<file path="src/rtl/window_gen_3x3.sv">
// Raster-to-window front end: turns a pixel stream into 3x3 stride-1 neighbourhoods
// using two row-deep line buffers and a column shift window.
module window_gen_3x3 #(
   parameter int IMG_W = 5,
   parameter int IMG_H = 5,
   parameter int DW    = 8
) (
   input  logic          clk,
   input  logic          rst,
   input  logic          pix_valid,
   input  logic [DW-1:0] pix_in,
   input  logic          pix_sof,
   output logic          win_valid,
   output logic [DW-1:0] win_0,
   output logic [DW-1:0] win_1,
   output logic [DW-1:0] win_2,
   output logic [DW-1:0] win_3,
   output logic [DW-1:0] win_4,
   output logic [DW-1:0] win_5,
   output logic [DW-1:0] win_6,
   output logic [DW-1:0] win_7,
   output logic [DW-1:0] win_8,
   output logic          frame_done
);

   localparam int CW = $clog2(IMG_W);
   localparam int RW = $clog2(IMG_H);

   logic [CW-1:0] col, c_eff;
   logic [RW-1:0] row, r_eff;
   logic          last_col, last_row, emit;

   logic [DW-1:0] lb1 [IMG_W];
   logic [DW-1:0] lb2 [IMG_W];
   logic [DW-1:0] rd_a, rd_b;

   // Only the two older window columns are stored; the newest column is {rd_a, rd_b, pix_in}.
   logic [DW-1:0] h_t1, h_t2, h_m1, h_m2, h_b1, h_b2;

   always_comb begin
      c_eff    = pix_sof ? '0 : col;
      r_eff    = pix_sof ? '0 : row;
      last_col = (c_eff == CW'(IMG_W - 1));
      last_row = (r_eff == RW'(IMG_H - 1));
      rd_a     = lb2[c_eff];
      rd_b     = lb1[c_eff];
      emit     = pix_valid && (r_eff >= RW'(2)) && (c_eff >= CW'(2));
   end

   always_ff @(posedge clk) begin
      if (pix_valid) begin
         lb2[c_eff] <= rd_b;
         lb1[c_eff] <= pix_in;
      end
   end

   always_ff @(posedge clk or posedge rst) begin
      if (rst) begin
         col        <= '0;
         row        <= '0;
         h_t1       <= '0;
         h_t2       <= '0;
         h_m1       <= '0;
         h_m2       <= '0;
         h_b1       <= '0;
         h_b2       <= '0;
         win_valid  <= 1'b0;
         frame_done <= 1'b0;
         win_0      <= '0;
         win_1      <= '0;
         win_2      <= '0;
         win_3      <= '0;
         win_4      <= '0;
         win_5      <= '0;
         win_6      <= '0;
         win_7      <= '0;
         win_8      <= '0;
      end else if (pix_valid) begin
         if (last_col) begin
            col <= '0;
            row <= last_row ? '0 : r_eff + RW'(1);
         end else begin
            col <= c_eff + CW'(1);
            row <= r_eff;
         end
         h_t1       <= h_t2;
         h_t2       <= rd_a;
         h_m1       <= h_m2;
         h_m2       <= rd_b;
         h_b1       <= h_b2;
         h_b2       <= pix_in;
         win_valid  <= emit;
         frame_done <= emit && last_col && last_row;
         if (emit) begin
            win_0 <= h_t1;
            win_1 <= h_t2;
            win_2 <= rd_a;
            win_3 <= h_m1;
            win_4 <= h_m2;
            win_5 <= rd_b;
            win_6 <= h_b1;
            win_7 <= h_b2;
            win_8 <= pix_in;
         end
      end else begin
         win_valid  <= 1'b0;
         frame_done <= 1'b0;
      end
   end

endmodule

</file>
<file path="config.mk">
export PLATFORM = sky130hd
export DESIGN_NAME = window_gen_3x3
export DESIGN_NICKNAME = d
export VERILOG_FILES = /design/src/rtl/window_gen_3x3.sv
export SDC_FILE = /design/constraint.sdc
export NUM_CORES = 1
export LEC_CHECK = 0
export ABC_AREA = 1
export CAP_MARGIN = 20
export CORE_ASPECT_RATIO = 2
export CORE_MARGIN = 5
export CORE_UTILIZATION = 40
export CTS_BUF_LIST = sky130_fd_sc_hd__clkbuf_4 sky130_fd_sc_hd__clkbuf_8
export DETAILED_ROUTE_END_ITERATION = 7
export PLACE_DENSITY = 0.57
export SETUP_SLACK_MARGIN = 0.15
export SLEW_MARGIN = 5
export SYNTH_ARGS = -nofsm -noshare
export SYNTH_HDL_FRONTEND = slang
export SYNTH_SLANG_ARGS = --single-unit
</file>
<file path="constraint.sdc">
create_clock -name clk -period 13 [get_ports clk]
set_input_delay 2.6 -clock clk [delete_from_list [all_inputs] [get_ports clk]]
set_output_delay 2.6 -clock clk [all_outputs]
set_load 0.05 [all_outputs]
</file>
Yosys cells after proc, flatten, opt, wreduce, memory -nomap -nowiden

Memory sizes are Yosys's and may differ from the RTL's.
Cells that the tools add are included.

Output and inout bits: 74
Register bits: 128
Input bits: 12
RAM bits: 80
Word-level logic and storage cells: 41
Memories kept: 2

Muxes and demuxes: 9
$add $sub $neg: 2
Equal/unequal tests: 2
Reductions and logical operators: 5
Order comparisons: 2

Memory list:

| name | depth | bits a word | rd ports | clocked after Yosys merged registers in | write ports | line | text |
|---|---|---|---|---|---|---|---|
| lb1  | 5     | 8           | 1        | 0                                       | 1           | 33   | `logic [DW-1:0] lb1 [IMG_W];` |
| lb2  | 5     | 8           | 1        | 0                                       | 1           | 34   | `logic [DW-1:0] lb2 [IMG_W];` |

Operators with widths:

| kind                  | number |
|---|---|
| $mux W3               | 5 |
| $add A3 B1 Y3 const B | 2 |
| $eq A3 B3 Y1 const B  | 2 |
| $ge A3 B2 Y1 const B  | 2 |
| $logic_and A1 B1 Y1   | 4 |
| $mux W1               | 4 |
| $reduce_and A2 Y1     | 1 |

Longest topological paths before layout

Depth after elaboration: 7
Mapped depth: 11
Gate-level depth less buffers: 10

Worst setup path after synthesis

OpenSTA, ideal clock, no wires.

Path kind: input-to-reg
Start point: in pix_sof
End point: mem lb1[3][0], enable pin
Data required time: 12.591 ns
Path slack: 8.268 ns
Stages: 6
Buffers on the path: 1
Setup time: 0.409 ns
Arrival: 4.323 ns
Cell sequence: inv_4 > nand2_2 > nor2_4 > buf_2 > inv_1 > nor3_1

Word-level cells in the longest chain between the ends: 1

Ends and longest elaborated chain:

| what               | line | text |
|---|---|---|
| start: declaration | 12   | `input logic pix_sof,` |
| $mux W3            | 41   | `c_eff = pix_sof ? '0 : col;` |
| end: declaration   | 33   |  |

Every way passes these cells.

Worst setup path after layout

Start point: in pix_sof
End point: reg win_7[2]

Word-level cells in the longest chain between the ends: 5
Elaborated cells between the ends (all ways): 7
Those cells by class: 2 x order compare; 2 x mux; 3 x reduce/logical

Ends and longest elaborated chain:

| what                                 | line | text |
|---|---|---|
| $mux W3                              | 42   | `r_eff = pix_sof ? '0 : row;` |
| $ge A3 B2 Y1                         | 47   | `emit = pix_valid && (r_eff >= RW'(2)) && (c_eff >= CW'(2));` |
| $logic_and A1 B1 Y1                  | 47   |  |
| $logic_and A1 B1 Y1 *                | 47   |  |
| $reduce_and A2 Y1 (no source line) * | -    |  |
| end signal: assignment               | 76   | `win_7 <= '0;` |
| end signal: assignment               | 102  | `win_7 <= h_b2;` |
| end: declaration                     | 21   | `output logic [DW-1:0] win_7,` |

Mark *: on every way between the ends. The rest lies on a longest branch, timed or not.
A chain may end at the register's enable or synchronous reset.

==> impl_metrics.ini <==
[run_status]
status = finished clean

[synth]
syn-cell-area_um2 = 8245
synth_area_per_cell_um2 = 9.982
ys_types = 29
yosysMostFrequentCell = nand2_1
yosysTopAreaCellShare_pct = 38.85
synthTopCellsByArea = dfrtp_1 39%, edfxtp_1 29%, nand2_1 15%
async_reset_ff_share_pct = 61.54
ys_top_cells_by_count = 320 x nand2_1, 128 x dfrtp_1, 106 x inv_1, 80 x edfxtp_1, 57 x o21ai_0
yosys.area.top_type = dfrtp_1
yosysSeqAreaShare_pct = 67.98
syn_nets = 841
synth-seq-cells = 208
synth_cells = 826
yosys_warnings = 0
synth_ff_type = dfrtp_1
synth_edf_count = 80

[setup_path]
endpoint_kind = register
path_buf_inv = 4
ff2ff_setup_slack_ns = 10.38
timing.rr.end = win_7[2]
required_ns = 13.39
reg2reg_depth = 7
r2r_start = col[0]
crit_family = buffers and inverters
arrival_ns = 5.31
path_cells = clkdlybuf4s50_1 > inv_4 > nand2_2 > ha_1 > inv_1 > nand2_1 > nand2_4 > buf_4 > o21ai_0
crit_path_max_fanout = 105
worst-path-stages = 9
slowest_stage = buf_4
start_kind = input pin
critPathMaxStageDelay_ns = 0.78
critPathKind = in -> reg

[final_layout]
syn2layout_area_growth_pct = 19.38
drive_gt1_share_pct = 7.082
final_area_um2 = 9843
fin_nets = 925
n_fill_cell = 1962

[worst_hold_path]
holdPathEnd = h_b1[1]
worst_hold_startpoint = h_b2[1]
hp-class = reg -> reg
holdPathStages = 2

[routing]
vias = 5468
avgRoutedWirePerCell_um = 15.06
dr.first_iter.drc_count = 213
finalWirelength_um = 18060
drc_errors = 0
ant_nets = 0
dr.pass1.iters = 4
vias_per_cell = 4.560

[placed_design]
hpwl_um = 11540
place_congestion = 0.7598
place.port_buffers = 85
place_area_um2 = 9296

[clock_tree]
cts_root_buffer = clkbuf_8
cts_tree = done
numCtsBuffers = 29
cts_setup_buffers = 0
clockBufferDepth = 3
ctsResizeCount = 0
clkSinkCount = 208
ctsHtreeMaxLevel = 1
clk_pin_slew_ns = 0.07
clk-insertion-delay-late_ns = 0.55
cts_hold_buf = 0

[power_and_ir_drop]
peakVddDrop_v = 0.0001178
p_per_area_nw_per_um2 = 214.8
power_leakage_nw = 4.598

[die]
dieArea_um2 = 23760
pin_count = 86
num_rows = 74
die_h_um = 213.0
core_area_um2 = 20370
die_w_um = 111.5
initial_core_util_pct = 40.48

[grt]
antenna_found_initial = 0
grt_pass1_wl_um = 28900
grt_pass1_vias = 5456
grt_max_degree = 106
grt_use_total_pct = 15.46
grt.overflow.total = 0

[sta]
setup_tns_ns = 0
final-hold-violation-count = 0
worst_pin_slew_ns = 1.029
rsz0062_at_grt = no
max_freq_ghz = 0.2032
drv_slew = 0
post-route-period-util_pct = 37.85
skew_ns = 0.01349
period_needed_ns = 4.921
slew-limit-headroom_pct = 31.41
setup_violations = 0

[job]
max-cap-violations = 0
## power by group
part | leakage [nW] | total (W) | switching (W) | internal (W)
combinational | 1.95 | 0.000743 | 0.000517 | 0.000226
sequential | 2.35 | 0.000895 | 0.0000729 | 0.000822
clock | 0.294 | 0.000477 | 0.000239 | 0.000238
total | 4.60 | 0.00211 | 0.000829 | 0.00129
## metal layers
metal	up-vias	wire length [um]	global-route usage, %
met1	2573	7142	17.31
met4	0	394	6.006
met3	24	656	2.240
met2	105	9867	29.37
li1	2766	-	-
met5	-	0	0
## worst max path at each step
stage | startpoint | to | slack (ns)
3_3_place_gp | pix_sof | win_7[3] | 7.53
2_1_floorplan | rst | col[0] | 6.99
4_1_cts | pix_sof | win_7[2] | 8.05
6_report | pix_sof | win_7[2] | 8.08
3_5_place_dp | pix_sof | win_6[3] | 7.45
5_1_grt | pix_sof | win_7[4] | 7.77
## per-stage QoR
step / hold slack (ns) / total power (W) / setup WS, ns / cells / utilization, %
detailed placement: 0.4625 / 0.001660 / 7.445 / 1145 / 45.64
global route: 0.4936 / 0.002227 / 7.770 / 1198 / 48.31
finish: 0.4732 / 0.002115 / 8.079 / 1199 / 48.32
floorplan: 0.4498 / 0.001391 / 6.987 / 826 / -
global placement: 0.4599 / 0.001655 / 7.526 / 1145 / 45.64
CTS: 0.4791 / 0.002147 / 8.048 / 1198 / 48.31
## worst register-to-register path: cells and delay by family, from the launching register on
family / cells / cell delay, ns
buffers and inverters: 2 / 0.83
AO/OA/AOI/OAI: 1 / 0.22
adder cells (fa/ha/maj): 1 / 0.39
flip-flops: 1 / 0.38
AND/OR/NAND/NOR: 3 / 0.62
## state kept, by name, summed over array words and instances, names as in the netlist
register,cells
h_b2,8
lb1,40
win_valid,1
row,3
win_0,8
frame_done,1
col,3
lb2,40
win_1,8
win_5,8
win_8,8
h_t2,8
h_m1,8
h_t1,8
win_7,8
win_4,8
win_6,8
win_2,8
h_b1,8
h_m2,8
win_3,8
## logic make-up (layout without fill, tap and decap cells)
family	count (synthesis)	after routing	synth area share, %
flops	208	208	67.98
compound gates	76	76	4.856
simple gates	395	395	19.26
buf+inv	144	250	7.451
other cells	0	1	0
fa+ha+maj	3	3	0.4553
## layout by cell type (no fill, tap or decap), types with 9 or more instances in the layout
cell type | synthesis | routed
o21ai_1 | 10 | 10
clkdlybuf4s50_1 | 0 | 84
dfrtp_1 | 128 | 128
clkbuf_8 | 0 | 32
nand2_1 | 320 | 320
clkinv_1 | 0 | 9
o21ai_0 | 57 | 57
edfxtp_1 | 80 | 80
inv_1 | 106 | 105
nand3_1 | 53 | 53
## layout make-up
class | instances | area, um^2 | share of cell area (%)
inverter | 108 | 412.9 | 4.195
clock inverter | 17 | 73.82 | 0.7500
timing repair buffer | 89 | 875.8 | 8.898
antenna | 1 | 2.502 | 0.02542
tap | 266 | 332.8 | 3.381
sequential | 208 | 5605 | 56.95
multi-input combinational | 474 | 2069 | 21.02
clock buffer | 36 | 470.5 | 4.779
No activity file was read; power rests on OpenSTA's default activity.
